`config.mk`:
```
export PLATFORM = sky130hd
export DESIGN_NAME = mv_pattern_bands
export DESIGN_NICKNAME = d
export VERILOG_FILES = /design/src/rtl/mv_pattern_bands.sv
export SDC_FILE = /design/constraint.sdc
export NUM_CORES = 1
export LEC_CHECK = 0
export CORE_UTILIZATION = 35
export CTS_CLUSTER_SIZE = 24
export DETAILED_ROUTE_END_ITERATION = 8
export HOLD_SLACK_MARGIN = 0.03
export PLACE_DENSITY = 0.67
export SYNTH_ARGS = -nofsm -noshare
export SYNTH_HDL_FRONTEND = slang
export SYNTH_SLANG_ARGS = --single-unit
```
`constraint.sdc`:
```
create_clock -name clk -period 3.62 [get_ports clk]
set_clock_uncertainty 0.15 [all_clocks]
set_input_delay 0.362 -clock clk [delete_from_list [all_inputs] [get_ports clk]]
set_output_delay 0.362 -clock clk [all_outputs]
set_load 0.01 [all_outputs]
```
`src/rtl/mv_pattern_bands.sv`:
```
// Colour-band test pattern generator with a 2-clock pipeline from the timing inputs to rgb.
// Optional per-frame band scrolling is compiled in with the macro MV_PATTERN_SCROLL_EN.
module mv_pattern_bands #(
    parameter int BAND_NUM   = 8,
    parameter int BAND_SHIFT = 8,
    parameter int COLOR_W    = 8
) (
    input  logic               clk,
    input  logic               rst,
    input  logic               timing_hs,
    input  logic               timing_vs,
    input  logic               timing_de,
    input  logic [11:0]        timing_x,
    input  logic [11:0]        timing_y,
    input  logic               mode,
    input  logic               scroll_en,
    input  logic [7:0]         scroll_step,
    output logic               hs,
    output logic               vs,
    output logic               de,
    output logic [COLOR_W-1:0] rgb_r,
    output logic [COLOR_W-1:0] rgb_g,
    output logic [COLOR_W-1:0] rgb_b
);
    localparam int POS_W = $clog2(BAND_NUM) + BAND_SHIFT;
    localparam int OFS_W = BAND_SHIFT + 4;

    logic               r_vs_prev;
    logic               r_active_mode;
    logic               w_frame_start;
    logic [OFS_W-1:0]   w_offset;
    logic [11:0]        w_coord;
    logic [15:0]        w_sum;
    logic [POS_W-1:0]   w_pos;
    logic [3:0]         w_band;
    logic [BAND_SHIFT-1:0] w_ramp;
    logic [COLOR_W-1:0] w_g;
    logic               w_unused_bits;

    logic               r_hs1, r_vs1, r_de1;
    logic [2:0]         r_band1;
    logic [COLOR_W-1:0] r_g1;
    logic [COLOR_W-1:0] w_r_nxt, w_g_nxt, w_b_nxt;

    assign w_frame_start = timing_vs & ~r_vs_prev;

    always_ff @(posedge clk or posedge rst) begin
        if (rst) begin
            r_vs_prev     <= 1'b0;
            r_active_mode <= 1'b0;
        end else begin
            r_vs_prev <= timing_vs;
            if (w_frame_start)
                r_active_mode <= mode;
        end
    end

`ifdef MV_PATTERN_SCROLL_EN
    logic [OFS_W-1:0] r_offset;
    logic [15:0]      w_ofs_sum;
    logic             w_unused_ofs;

    // SPAN is a power of two, so the modulo is just the low POS_W bits.
    assign w_ofs_sum    = 16'(r_offset) + {8'd0, scroll_step};
    assign w_unused_ofs = ^w_ofs_sum[15:POS_W];

    always_ff @(posedge clk or posedge rst) begin
        if (rst)
            r_offset <= '0;
        else if (w_frame_start && scroll_en)
            r_offset <= OFS_W'(w_ofs_sum[POS_W-1:0]);
    end

    assign w_offset = r_offset;
`else
    logic w_unused_scroll;
    assign w_unused_scroll = ^{scroll_en, scroll_step};
    assign w_offset        = '0;
`endif

    assign w_coord       = r_active_mode ? timing_x : timing_y;
    assign w_sum         = {4'd0, w_coord} + 16'(w_offset);
    assign w_pos         = w_sum[POS_W-1:0];
    assign w_band        = 4'(w_pos >> BAND_SHIFT);
    assign w_ramp        = w_pos[BAND_SHIFT-1:0];
    assign w_unused_bits = ^{w_sum[15:POS_W], w_band[3]};

    generate
        if (BAND_SHIFT >= COLOR_W) begin : g_ramp_top
            assign w_g = w_ramp[BAND_SHIFT-1 -: COLOR_W];
        end else begin : g_ramp_shl
            assign w_g = {w_ramp, {(COLOR_W-BAND_SHIFT){1'b0}}};
        end
    endgenerate

    always_ff @(posedge clk or posedge rst) begin
        if (rst) begin
            r_hs1   <= 1'b0;
            r_vs1   <= 1'b0;
            r_de1   <= 1'b0;
            r_band1 <= '0;
            r_g1    <= '0;
        end else begin
            r_hs1   <= timing_hs;
            r_vs1   <= timing_vs;
            r_de1   <= timing_de;
            r_band1 <= w_band[2:0];
            r_g1    <= w_g;
        end
    end

    always_comb begin
        w_r_nxt = '0;
        w_g_nxt = '0;
        w_b_nxt = '0;
        case (r_band1)
            3'd0: begin w_r_nxt = '1;   w_g_nxt = r_g1; w_b_nxt = r_g1; end
            3'd1: begin w_r_nxt = r_g1; w_g_nxt = '1;   w_b_nxt = r_g1; end
            3'd2: begin w_r_nxt = r_g1; w_g_nxt = r_g1; w_b_nxt = '1;   end
            3'd3: begin w_r_nxt = '1;   w_g_nxt = r_g1; w_b_nxt = '1;   end
            3'd4: begin w_r_nxt = '0;   w_g_nxt = '0;   w_b_nxt = r_g1; end
            3'd5: begin w_r_nxt = '1;   w_g_nxt = '1;   w_b_nxt = r_g1; end
            3'd6: begin w_r_nxt = r_g1; w_g_nxt = r_g1; w_b_nxt = r_g1; end
            default: begin w_r_nxt = '0; w_g_nxt = '0;  w_b_nxt = '0;   end
        endcase
    end

    always_ff @(posedge clk or posedge rst) begin
        if (rst) begin
            hs    <= 1'b0;
            vs    <= 1'b0;
            de    <= 1'b0;
            rgb_r <= '0;
            rgb_g <= '0;
            rgb_b <= '0;
        end else begin
            hs    <= r_hs1;
            vs    <= r_vs1;
            de    <= r_de1;
            rgb_r <= r_de1 ? w_r_nxt : '0;
            rgb_g <= r_de1 ? w_g_nxt : '0;
            rgb_b <= r_de1 ? w_b_nxt : '0;
        end
    end
endmodule

```
# After elaboration in Yosys (flattened, before gate mapping)
# Index checks and enable logic that the tools add are counted.
[op_classes]
eq_ne = 6
n_mux = 7
bitwise_logic = 2
n_reduce_logical = 7
[op_table]
columns = ["operator", "n"]
rows = [
  ["$pmux W8 S2", 3],
  ["$mux W8", 3],
  ["$mux W11", 1],
  ["$eq A3 B3 Y1 const B", 3],
  ["$eq A3 B2 Y1 const B", 2],
  ["$reduce_or A3 Y1", 2],
  ["$reduce_or A5 Y1", 1],
  ["$reduce_or A2 Y1", 2],
  ["$reduce_or A4 Y1", 1],
  ["$eq A3 B1 Y1 const B", 1],
  ["$logic_not A3 Y1", 1],
  ["$and A1 B1 Y1", 1],
  ["$not A1 Y1", 1],
]
[totals]
ff_bits = 42
inputBits = 39
elab_cells = 34

# Depth between registers and ports, before layout
# Gate-level depths: netlist (run 1).
[logic_depth]
ltp_word = 4
ltp_mapped = 5
ltp_nobuf = 3

# Least setup slack after synthesis (run 1)
# OpenSTA, ideal clock, no wires.
[synth_path]
path_type = "register -> register"
start = "reg r_band1[1]"
end = "reg rgb_r[6]"
setup_time_ns = 0.120
arrival_ns = 0.966
t_required_ns = 3.350
setup_slack_ns = 2.384
stages_incl_launch_ff = 6
path_cell_list = "dfrtp_1 -> buf_6 -> nor2b_4 -> buf_6 -> nand3b_1 -> o211a_1"
[synth_between]
elab_chain_len = 4
word_cells_on_any_way = 10
cone_classes = "eq/ne: 5; mux: 2; reduce/logical: 3"
[synth_rtl]
columns = ["item", "line_no", "rtl"]
rows = [
  ["start: declaration", "41", "logic [2:0] r_band1;"],
  ["start signal: assignment", "107", "r_band1 <= w_band[2:0];"],
  ["$eq A3 B3 Y1, or another cell as far along", "116", "case (r_band1)"],
  ["$reduce_or A3 Y1 (no source line)", "-", ""],
  ["$pmux W8 S2 *", "116", ""],
  ["$mux W8 *", "140", "rgb_r <= r_de1 ? w_r_nxt : '0;"],
  ["end signal: assignment", "140", ""],
  ["end: declaration", "21", "output logic [COLOR_W-1:0] rgb_r,"],
]
# Mark *: on every way between the ends. The rest lies on a longest branch, timed or not.
# A chain may end at the register's enable or synchronous reset.

# Worst setup path after layout (run 1)
[layout_path]
start = "reg vs"
end = "out vs"
[layout_lines]
columns = ["item", "line_no", "rtl"]
rows = [
  ["start: declaration", "19", "output logic vs,"],
  ["start signal: assignment", "138", "vs <= r_vs1;"],
]
# No word-level cell between the ends.

==> results of run 1 <==
cells in the final DEF (no fill, tap or decap):
master,instances
nor2b_1,10
o22ai_1,7
clkbuf_1,1
clkbuf_8,6
dfrtp_1,42
a21boi_1,8
nor2_1,1
or2_4,1
mux2_2,12
clkdlybuf4s50_1,54
nand2_1,3
o211a_1,1
clkinv_2,1
o21ai_0,22
buf_4,1
inv_1,3
nand3b_1,1
nor2b_4,1
a21oi_1,9
nand2b_1,3
metal layers:
| layer | GRT usage, % | share of wire, % | up-vias |
|---|---|---|---|
| met3 | 3.85 | 7.4 | 10 |
| met4 | 3.78 | 1.2 | 0 |
| met1 | 15.9 | 39 | 557 |
| li1 | - | - | 561 |
| met5 | 0 | 0 | - |
| met2 | 25.1 | 52 | 60 |
flip-flops by register name (all words and copies together), names as in the netlist, 3 cells and up:
| signal | flops |
|---|---|
| r_g1 | 8 |
| rgb_b | 8 |
| rgb_g | 8 |
| rgb_r | 8 |
| r_band1 | 3 |
layout make-up:
type / instances / area, µm²
tap: 52 / 65.1
timing repair buffer: 55 / 548
sequential: 42 / 1050
multi-input combinational: 79 / 531
inverter: 3 / 11.3
fill: 387 / 2150
clock buffer: 7 / 86.3
clock inverter: 1 / 5.00
synthesized netlist by cell type:
cell type and instances:
dfrtp_1 42, o21ai_0 22, mux2_2 12, nor2b_1 10
a21oi_1 9, a21boi_1 8, o22ai_1 7, buf_6 3
inv_1 3, nand2_1 3, nand2b_1 3, buf_2 2
clkbuf_1 1, clkbuf_2 1, nand3b_1 1, nor2_1 1
nor2b_4 1, o211a_1 1, or2_4 1
through the flow:
stage / cells / instance area (µm²)
6_report: 239 / 2300
5_1_grt: 239 / 2300
4_1_cts: 239 / 2300
3_5_place_dp: 231 / 2210
3_3_place_gp: 231 / 2210
2_1_floorplan: 131 / 1650
cell families after synthesis:
family	after synthesis	share of synthesized area, %
AOI/OAI and AO/OA	47	16.3
and+or+nand+nor	20	7.68
DFF	42	63.9
buffers and inverters	10	3.88
muxes	12	8.21
power by group:
part,internal (W),switching [W],total [W]
Clock,0.000154,0.000135,0.000289
Combinational,0.000146,0.000105,0.000250
Sequential,0.000525,0.0000422,0.000567
how the worst max path moves through the flow:
stage | slack (ps) | cells past startpoint | to
3_5_place_dp | 2030 | 3 | r_active_mode
3_3_place_gp | 2050 | 3 | r_active_mode
5_1_grt | 1910 | 1 | hs
2_1_floorplan | 2130 | 1 | de
6_report | 1960 | 1 | vs
4_1_cts | 1940 | 1 | vs
==> qor.yml, run 1 <==
hold_buffers: 0
top_level_ports: 66
clk_path_buf_depth: 2
track_usage_pct: 13.8
dr.pass1.iters: 6
synth-seq-cells: 42
clk_pin_slew_ps: 70
cts_tree: "yes"
avgRoutedWirePerCell_um: 13.4
die_w_um: 70.6
grt_pass1_vias: 1206
leakage_nw: 0.974
path_max_fanout: 1
num_rows: 24
nNetsFinal: 225
dp_slack_ps: 2030
root_buffer: "clkbuf_8"
max_stage_delay_ps: 540
hold_violations: 0
yosysWarnings: 0
overflow: 0
path_cells: "clkdlybuf4s50_1"
ys_seq_area_share_pct: 63.9
gp_congestion: 0.889
fin_setup_tns_ps: 0
yosys.area.top_type_share_pct: 63.9
drive_gt1_share_pct: 11.8
crit_path_end_kind: "primary output"
die_h_um: 70.6
rrSetupSlack_ps: 2220
yosysTopAreaCell: "dfrtp_1"
netlist-cell-type-count: 19
synthTopCellsByArea: "dfrtp_1 (64%), mux2_2 (8.2%), o21ai_0 (6.7%)"
rsz0062_at_grt: "false"
failed_checks: "design-rule violations"
remaining_drc_errors: 8
critPathKind: "register to primary output"
drt-total-wl_mm: 3.21
grt_start_max_net_pins: 43
drv_slew: 0
r2r_start: "r_de1"
hold_path_end: "hs"
power.total_w: 0.00111
r2r_cells: 2
outcome: "finished, violations left"
antenna_found_initial: 0
via_per_inst: 4.97
required_ps: 3110
dpl.hpwl_mm: 2.40
hold_depth: 0
period_minus_slack_ps: 1660
hold_class: "register to register"
htree_levels: 2
synthesis.area_per_instance_um2: 12.6
min_period_over_period_pct: 45.8
max_freq_ghz: 0.603
clock-sinks: 42
vias: 1188
netlist_area_um2: 1650
num_antenna_cells: 0
p_per_area_nw_per_um2: 482
peakVddDrop_uv: 216
worst_slack_ps: 1960
cp_top_family: "buffers and inverters"
post-cts-setup-buffers: 0
path_buf_inv: 1
core_area_um2: 4440
portBuffers: 54
timing.rr.end: "rgb_r[3]"
slowest_stage: "clkdlybuf4s50_1"
synthCells: 131
maxCapViolations: 0
worstSetupStartpointType: "register"
grt_pass1_wl_mm: 5.41
fin_util_pct: 51.7
clk_latency_ps: 280
ctsResizeCount: 0
crit_arrival_ps: 1150
cp-startpoint: "vs"
min_from: "r_hs1"
maxSlewHeadroom_pct: 66.8
initial_core_util_pct: 37.0
drtIter0Drc: 79
holdWs_ps: 204
drtAntennaViolNets: 0
setup_viol: 0
area_growth_syn_to_layout_pct: 39.6
die-area_um2: 4980
cts_buffers: 5
synth.net_count: 170
tightest_slew_ps: 497
(Power assumes the default switching activity.)
==> inputs of run 2 (changes only) <==
--- a/config.mk
+++ b/config.mk
@@ -9,7 +9,7 @@
 export CTS_CLUSTER_SIZE = 24
 export DETAILED_ROUTE_END_ITERATION = 8
 export HOLD_SLACK_MARGIN = 0.03
-export PLACE_DENSITY = 0.67
+export PLACE_DENSITY = 0.7
 export SYNTH_ARGS = -nofsm -noshare
 export SYNTH_HDL_FRONTEND = slang
 export SYNTH_SLANG_ARGS = --single-unit
==> constraint.sdc (replaced) <==
create_clock -name clk -period 1.5 [get_ports clk]
set_clock_uncertainty 0.15 [all_clocks]
set_input_delay 0.15 -clock clk [delete_from_list [all_inputs] [get_ports clk]]
set_output_delay 0.15 -clock clk [all_outputs]
set_load 0.01 [all_outputs]
==> run 2 against run 1 <==
Effect of this change: the flow still finishes with violations (design-rule violations); sequential cell count stayed put; die area stayed put; global-route usage is 0.094 points lower; sequential share of layout area is 0.25 points lower; final cell count is 0.42% higher; register-to-register slack worse by 2000 ps; via count is 0.67% lower; sequential power is 140% higher; first-iteration DRC count is 53% lower; clock-buffer cell count stayed put; clock power is 120% higher; critical path type unchanged; largest power group unchanged.
==> qor.yml, run 2 (synthesis results as in run 1) <==
dpl-instance-area_um2: 2230  # was 2210 µm²
peakVddDrop_uv: 534  # was 216 µV
portBuffers: 54  # unchanged
grt_pass1_vias: 1208  # was 1206
antenna_found_initial: 0  # unchanged
post-cts-setup-buffers: 0  # unchanged
drv_slew: 0  # unchanged
hold_violations: 0  # unchanged
period_minus_slack_ps: 1460
clk_latency_ps: 280  # about the same
fin_setup_tns_ps: 0  # unchanged
hold_class: "input port to asynchronous set/reset pin"  # was register to register
cp-startpoint: "rgb_g[7]"  # was vs
rsz0062_at_grt: "false"  # unchanged
clk_pin_slew_ps: 70  # about the same
ctsResizeCount: 0  # unchanged
dpl.hpwl_mm: 2.37  # was 2.40 mm
path_max_fanout: 1  # unchanged
grt_pass1_wl_mm: 5.23  # was 5.41 mm
top_level_ports: 66  # unchanged
area_growth_syn_to_layout_pct: 40.4  # was 39.6%
crit_arrival_ps: 1160  # was 1150 ps
layout.cells.most_common: "clkdlybuf4s50_1"  # unchanged
die_h_um: 70.6  # unchanged
dr.pass1.iters: 6  # unchanged
setup_viol: 0  # unchanged
clk_path_buf_depth: 2  # unchanged
die_w_um: 70.6  # unchanged
hold_buffers: 0  # unchanged
num_rows: 24  # unchanged
critPathKind: "register to primary output"  # unchanged
gp_congestion: 0.836  # was 0.889
dr_wl_met2_mm: 1.56  # was 1.67 mm
wl_met3_um: 208  # was 238 µm
max_freq_ghz: 0.684
slowest_stage: "clkdlybuf4s50_1"  # unchanged
initial_core_util_pct: 37.0  # unchanged
fin_util_pct: 52.0  # was 51.7%
worstSetupStartpointType: "register"  # unchanged
drtIter0Drc: 37  # was 79
nNetsFinal: 227  # was 225
failed_checks: "design-rule violations"  # unchanged
path_buf_inv: 1  # unchanged
via_per_inst: 4.92  # was 4.97
n_fill_cell: 412  # was 387
drtAntennaViolNets: 0  # unchanged
vias: 1180  # was 1188
clock-sinks: 42  # unchanged
maxSlewHeadroom_pct: 73.4  # was 66.8%
wl_met1_mm: 1.32  # was 1.26 mm
maxCapViolations: 0  # unchanged
grt_start_max_net_pins: 43  # unchanged
track_usage_pct: 13.7  # was 13.8%
required_ps: 1200  # was 3110 ps
overflow: 0  # unchanged
leakage_nw: 0.978  # was 0.974 nW
r2r_start: "r_band1[1]"  # was r_de1
path_cells: "clkdlybuf4s50_1"  # unchanged
htree_levels: 2  # unchanged
crit_path_end_kind: "primary output"  # unchanged
max_stage_delay_ps: 540  # about the same
drive_gt1_share_pct: 11.7  # was 11.8%
die-area_um2: 4980  # unchanged
core_area_um2: 4440  # unchanged
tightest_slew_ps: 400  # was 497 ps
cts_buffers: 5  # unchanged
mostFrequentLayoutCells: "clkdlybuf4s50_1 (54), dfrtp_1 (42), o21ai_0 (22)"  # unchanged
avgRoutedWirePerCell_um: 13.1  # was 13.4 µm
final_area_um2: 2310  # was 2300 µm²
drt-total-wl_mm: 3.14  # was 3.21 mm
remaining_drc_errors: 4  # was 8
cp_top_family: "buffers and inverters"  # unchanged
outcome: "finished, violations left"  # unchanged
cts_tree: "yes"  # unchanged
topRoutingLayerUsed: "met4"  # unchanged
num_antenna_cells: 0  # unchanged
root_buffer: "clkbuf_8"  # unchanged
min_period_over_period_pct: 97.4
p_per_area_nw_per_um2: 1140  # was 482 nW/µm²
[run 2: changes by cell type in the layout (fill, tap and decap cells not counted), sizes merged]
cell / change
clkinv: -1
buf: +2
[run 2: per-stage QoR]
stage | power [W] | instances | hold WS (ps) | setup slack [ps]
after floorplan | 0.00169 | 131 | 31.4 | 226
after global placement | 0.00198 | 233 | 182 | 148
after detailed placement | 0.00201 | 233 | 189 | 112
after CTS | 0.00266 | 240 | 75.7 | 20.4
after global routing | 0.00278 | 240 | 96.5 | 5.71
final | 0.00263 | 240 | 77.4 | 38.4
[run 2: tightest hold or removal path, cell delays in order]
cell	delay [ps]
clkdlybuf4s50_1	400
inv_1	90
buf_12	240
[run 2: path summary, 6_finish.rpt]
| check | end | depth (start not counted) | slack (ps) |
|---|---|---|---|
| worst max-delay path | rgb_g[7] | 1 | 40 |
| min in group clk | r_hs1 | 1 | 150 |
| worst min-delay path | r_de1 | 3 | 80 |
| max in group asynchronous | rgb_b[1] | 3 | 940 |
| worst max register to register | rgb_r[6] | 3 | 180 |
| worst min register to register | hs | 0 | 200 |
[run 2: layout make-up]
| class | count | area, µm² | share of cell area [%] |
|---|---|---|---|
| Clock buffer | 7 | 76.3 | 3.30 |
| Inverter | 3 | 11.3 | 0.488 |
| Multi-Input combinational cell | 79 | 531 | 23.0 |
| Sequential cell | 42 | 1050 | 45.5 |
| Tap cell | 52 | 65.1 | 2.82 |
| Timing Repair Buffer | 57 | 576 | 24.9 |
[run 2: report_power, final]
part / internal (W) / total [W] / switching (W)
Combinational: 0.000361 / 0.000616 / 0.000255
Sequential: 0.00127 / 0.00137 / 0.0000990
Clock: 0.000320 / 0.000644 / 0.000325
Total: 0.00195 / 0.00263 / 0.000679
[run 2: layer usage]
metal | up-vias | global-route usage (%)
met4 | 0 | 5.33
met3 | 5 | 4.84
li1 | 565 | -
met1 | 557 | 15.1
met5 | - | 0
met2 | 53 | 24.2
==> inputs of run 3 (changes only) <==
--- a/config.mk
+++ b/config.mk
@@ -10,6 +10,7 @@
 export DETAILED_ROUTE_END_ITERATION = 8
 export HOLD_SLACK_MARGIN = 0.03
 export PLACE_DENSITY = 0.7
+export RECOVER_POWER = 50
 export SYNTH_ARGS = -nofsm -noshare
 export SYNTH_HDL_FRONTEND = slang
 export SYNTH_SLANG_ARGS = --single-unit
==> run 3 against run 2 <==
Effect of this change: the run still ends with design-rule violations left; die area stayed put; non-clock buffer count did not move; sequential share of layout area increased by 0.37 points; global-route usage unchanged; core utilization down 0.42 points; worst setup slack about the same; hold slack better by 120 ps; sequential cell count did not move; combinational power down 1%; wire length rose by 0.22%; first-iteration DRC count unchanged; register-to-register slack about the same; critical endpoint unchanged; largest power group unchanged.
==> qor.yml, run 3 (synthesis results as in run 1) <==
power.total_w: 0.00262  # was 0.00263 W
min_period_over_period_pct: 97.4  # about the same
root_buffer: "clkbuf_8"  # unchanged
dpl-instance-area_um2: 2230  # unchanged
clk_path_buf_depth: 2  # unchanged
grt_pass1_wl_mm: 5.23  # unchanged
drv_slew: 0  # unchanged
clock-sinks: 42  # unchanged
setup_viol: 0  # unchanged
top_level_ports: 66  # unchanged
p_int_w: 0.00194  # was 0.00195 W
htree_levels: 2  # unchanged
max_stage_delay_ps: 540  # about the same
drt-total-wl_mm: 3.15  # was 3.14 mm
ctsResizeCount: 0  # unchanged
required_ps: 1200  # about the same
initial_core_util_pct: 37.0  # unchanged
failed_checks: "design-rule violations"  # unchanged
dr.pass1.iters: 6  # unchanged
switchingPower_w: 0.000678  # was 0.000679 W
clk_latency_ps: 280  # about the same
die_w_um: 70.6  # unchanged
leakage_nw: 0.970  # was 0.978 nW
outcome: "finished, violations left"  # unchanged
layout.cells.most_common: "clkdlybuf4s50_1"  # unchanged
clkPwrFrac_pct: 24.6  # was 24.5%
die-area_um2: 4980  # unchanged
portBuffers: 54  # unchanged
switching_share_pct: 25.9  # was 25.8%
maxCapViolations: 0  # unchanged
hold_path_end: "hs"
core_area_um2: 4440  # unchanged
path_max_fanout: 1  # unchanged
met2_usage_pct: 24.2  # unchanged
n_fill_cell: 415  # was 412
track_usage_pct: 13.7  # unchanged
remaining_drc_errors: 4  # unchanged
path_cells: "clkdlybuf4s50_1"  # unchanged
critPathKind: "register to primary output"  # unchanged
drive_gt1_share_pct: 11.2  # was 11.7%
instances_no_fill: 240  # unchanged
avgRoutedWirePerCell_um: 13.1  # about the same
final_area_um2: 2290  # was 2310 µm²
hold_violations: 0  # unchanged
slowest_stage: "clkdlybuf4s50_1"  # unchanged
grt_start_max_net_pins: 43  # unchanged
hold_class: "register to register"  # was input port to asynchronous set/reset pin
dpl.hpwl_mm: 2.37  # unchanged
crit_path_end_kind: "primary output"  # unchanged
nNetsFinal: 227  # unchanged
overflow: 0  # unchanged
sequentialPowerShare_pct: 52.2  # was 52.0%
drtIter0Drc: 37  # unchanged
tightest_slew_ps: 984  # was 400 ps
gp_congestion: 0.836  # unchanged
fin_util_pct: 51.5  # was 52.0%
hold_buffers: 0  # unchanged
path_buf_inv: 1  # unchanged
p_per_area_nw_per_um2: 1140  # about the same
rsz0062_at_grt: "false"  # unchanged
period_minus_slack_ps: 1460  # about the same
drtAntennaViolNets: 0  # unchanged
hold_depth: 0
fin_setup_tns_ps: 0  # unchanged
peakVddDrop_uv: 530  # was 534 µV
r2r_cells: 3  # unchanged
busiest_layer: "met2"  # unchanged
vias: 1180  # unchanged
post-cts-setup-buffers: 0  # unchanged
cp_top_family: "buffers and inverters"  # unchanged
area_growth_syn_to_layout_pct: 39.2  # was 40.4%
r2r_start: "r_band1[1]"  # unchanged
die_h_um: 70.6  # unchanged
groute.layer.met3.usage_pct: 4.84  # unchanged
num_rows: 24  # unchanged
cts_tree: "yes"  # unchanged
cts_buffers: 5  # unchanged
mostFrequentLayoutCells: "clkdlybuf4s50_1 (51), dfrtp_1 (42), o21ai_0 (22)"  # was clkdlybuf4s50_1 (54), dfrtp_1 (42), o21ai_0 (22)
clk_pin_slew_ps: 70  # about the same
rrSetupSlack_ps: 180  # about the same
min_from: "r_hs1"
dpl.cell_count: 233  # unchanged
num_antenna_cells: 0  # unchanged
maxSlewHeadroom_pct: 34.4  # was 73.4%
timing.rr.end: "rgb_r[6]"  # unchanged
crit_arrival_ps: 1160  # about the same
antenna_found_initial: 0  # unchanged
worstSetupStartpointType: "register"  # unchanged
combinationalPowerShare_pct: 23.2  # was 23.5%
via_per_inst: 4.92  # unchanged
grt_pass1_vias: 1208  # unchanged
use_met1_pct: 15.1  # unchanged
max_freq_ghz: 0.684  # about the same
run 3: how the worst max path moves through the flow:
stage	to	depth (start not counted)	startpoint	slack, ps
6_report	rgb_g[7]	1	rgb_g[7]	40
3_3_place_gp	r_active_mode	3	timing_vs	150
2_1_floorplan	de	1	rst	230
5_1_grt	rgb_g[7]	1	rgb_g[7]	6
3_5_place_dp	r_active_mode	3	timing_vs	110
4_1_cts	rgb_g[7]	1	rgb_g[7]	20
run 3: routing by layer:
layer	up-vias	routed length (µm)
met3	5	208
li1	565	-
met4	0	53
met2	53	1560
met1	557	1330
met5	-	0
run 3: power by group through the flow:
stage          clock [W]  sequential (W)  combinational (W)
3_3_place_gp           0         0.00138           0.000603
6_report        0.000644         0.00137           0.000608
3_5_place_dp           0         0.00139           0.000618
4_1_cts         0.000669         0.00137           0.000621
2_1_floorplan          0         0.00140           0.000295
5_1_grt         0.000726         0.00138           0.000662
run 3: layout make-up:
type / instances / area [µm²] / share of cell area (%)
Multi-Input combinational cell: 79 / 531 / 23.2
Inverter: 3 / 11.3 / 0.492
Tap cell: 52 / 65.1 / 2.84
Sequential cell: 42 / 1050 / 45.9
Timing Repair Buffer: 57 / 557 / 24.3
Clock buffer: 7 / 76.3 / 3.33
run 3: stage by stage:
stage	hold WS [ps]	setup slack (ps)
2_1_floorplan	31.4	226
3_3_place_gp	182	148
3_5_place_dp	189	112
4_1_cts	75.7	20.4
5_1_grt	210	5.71
6_report	202	38.5
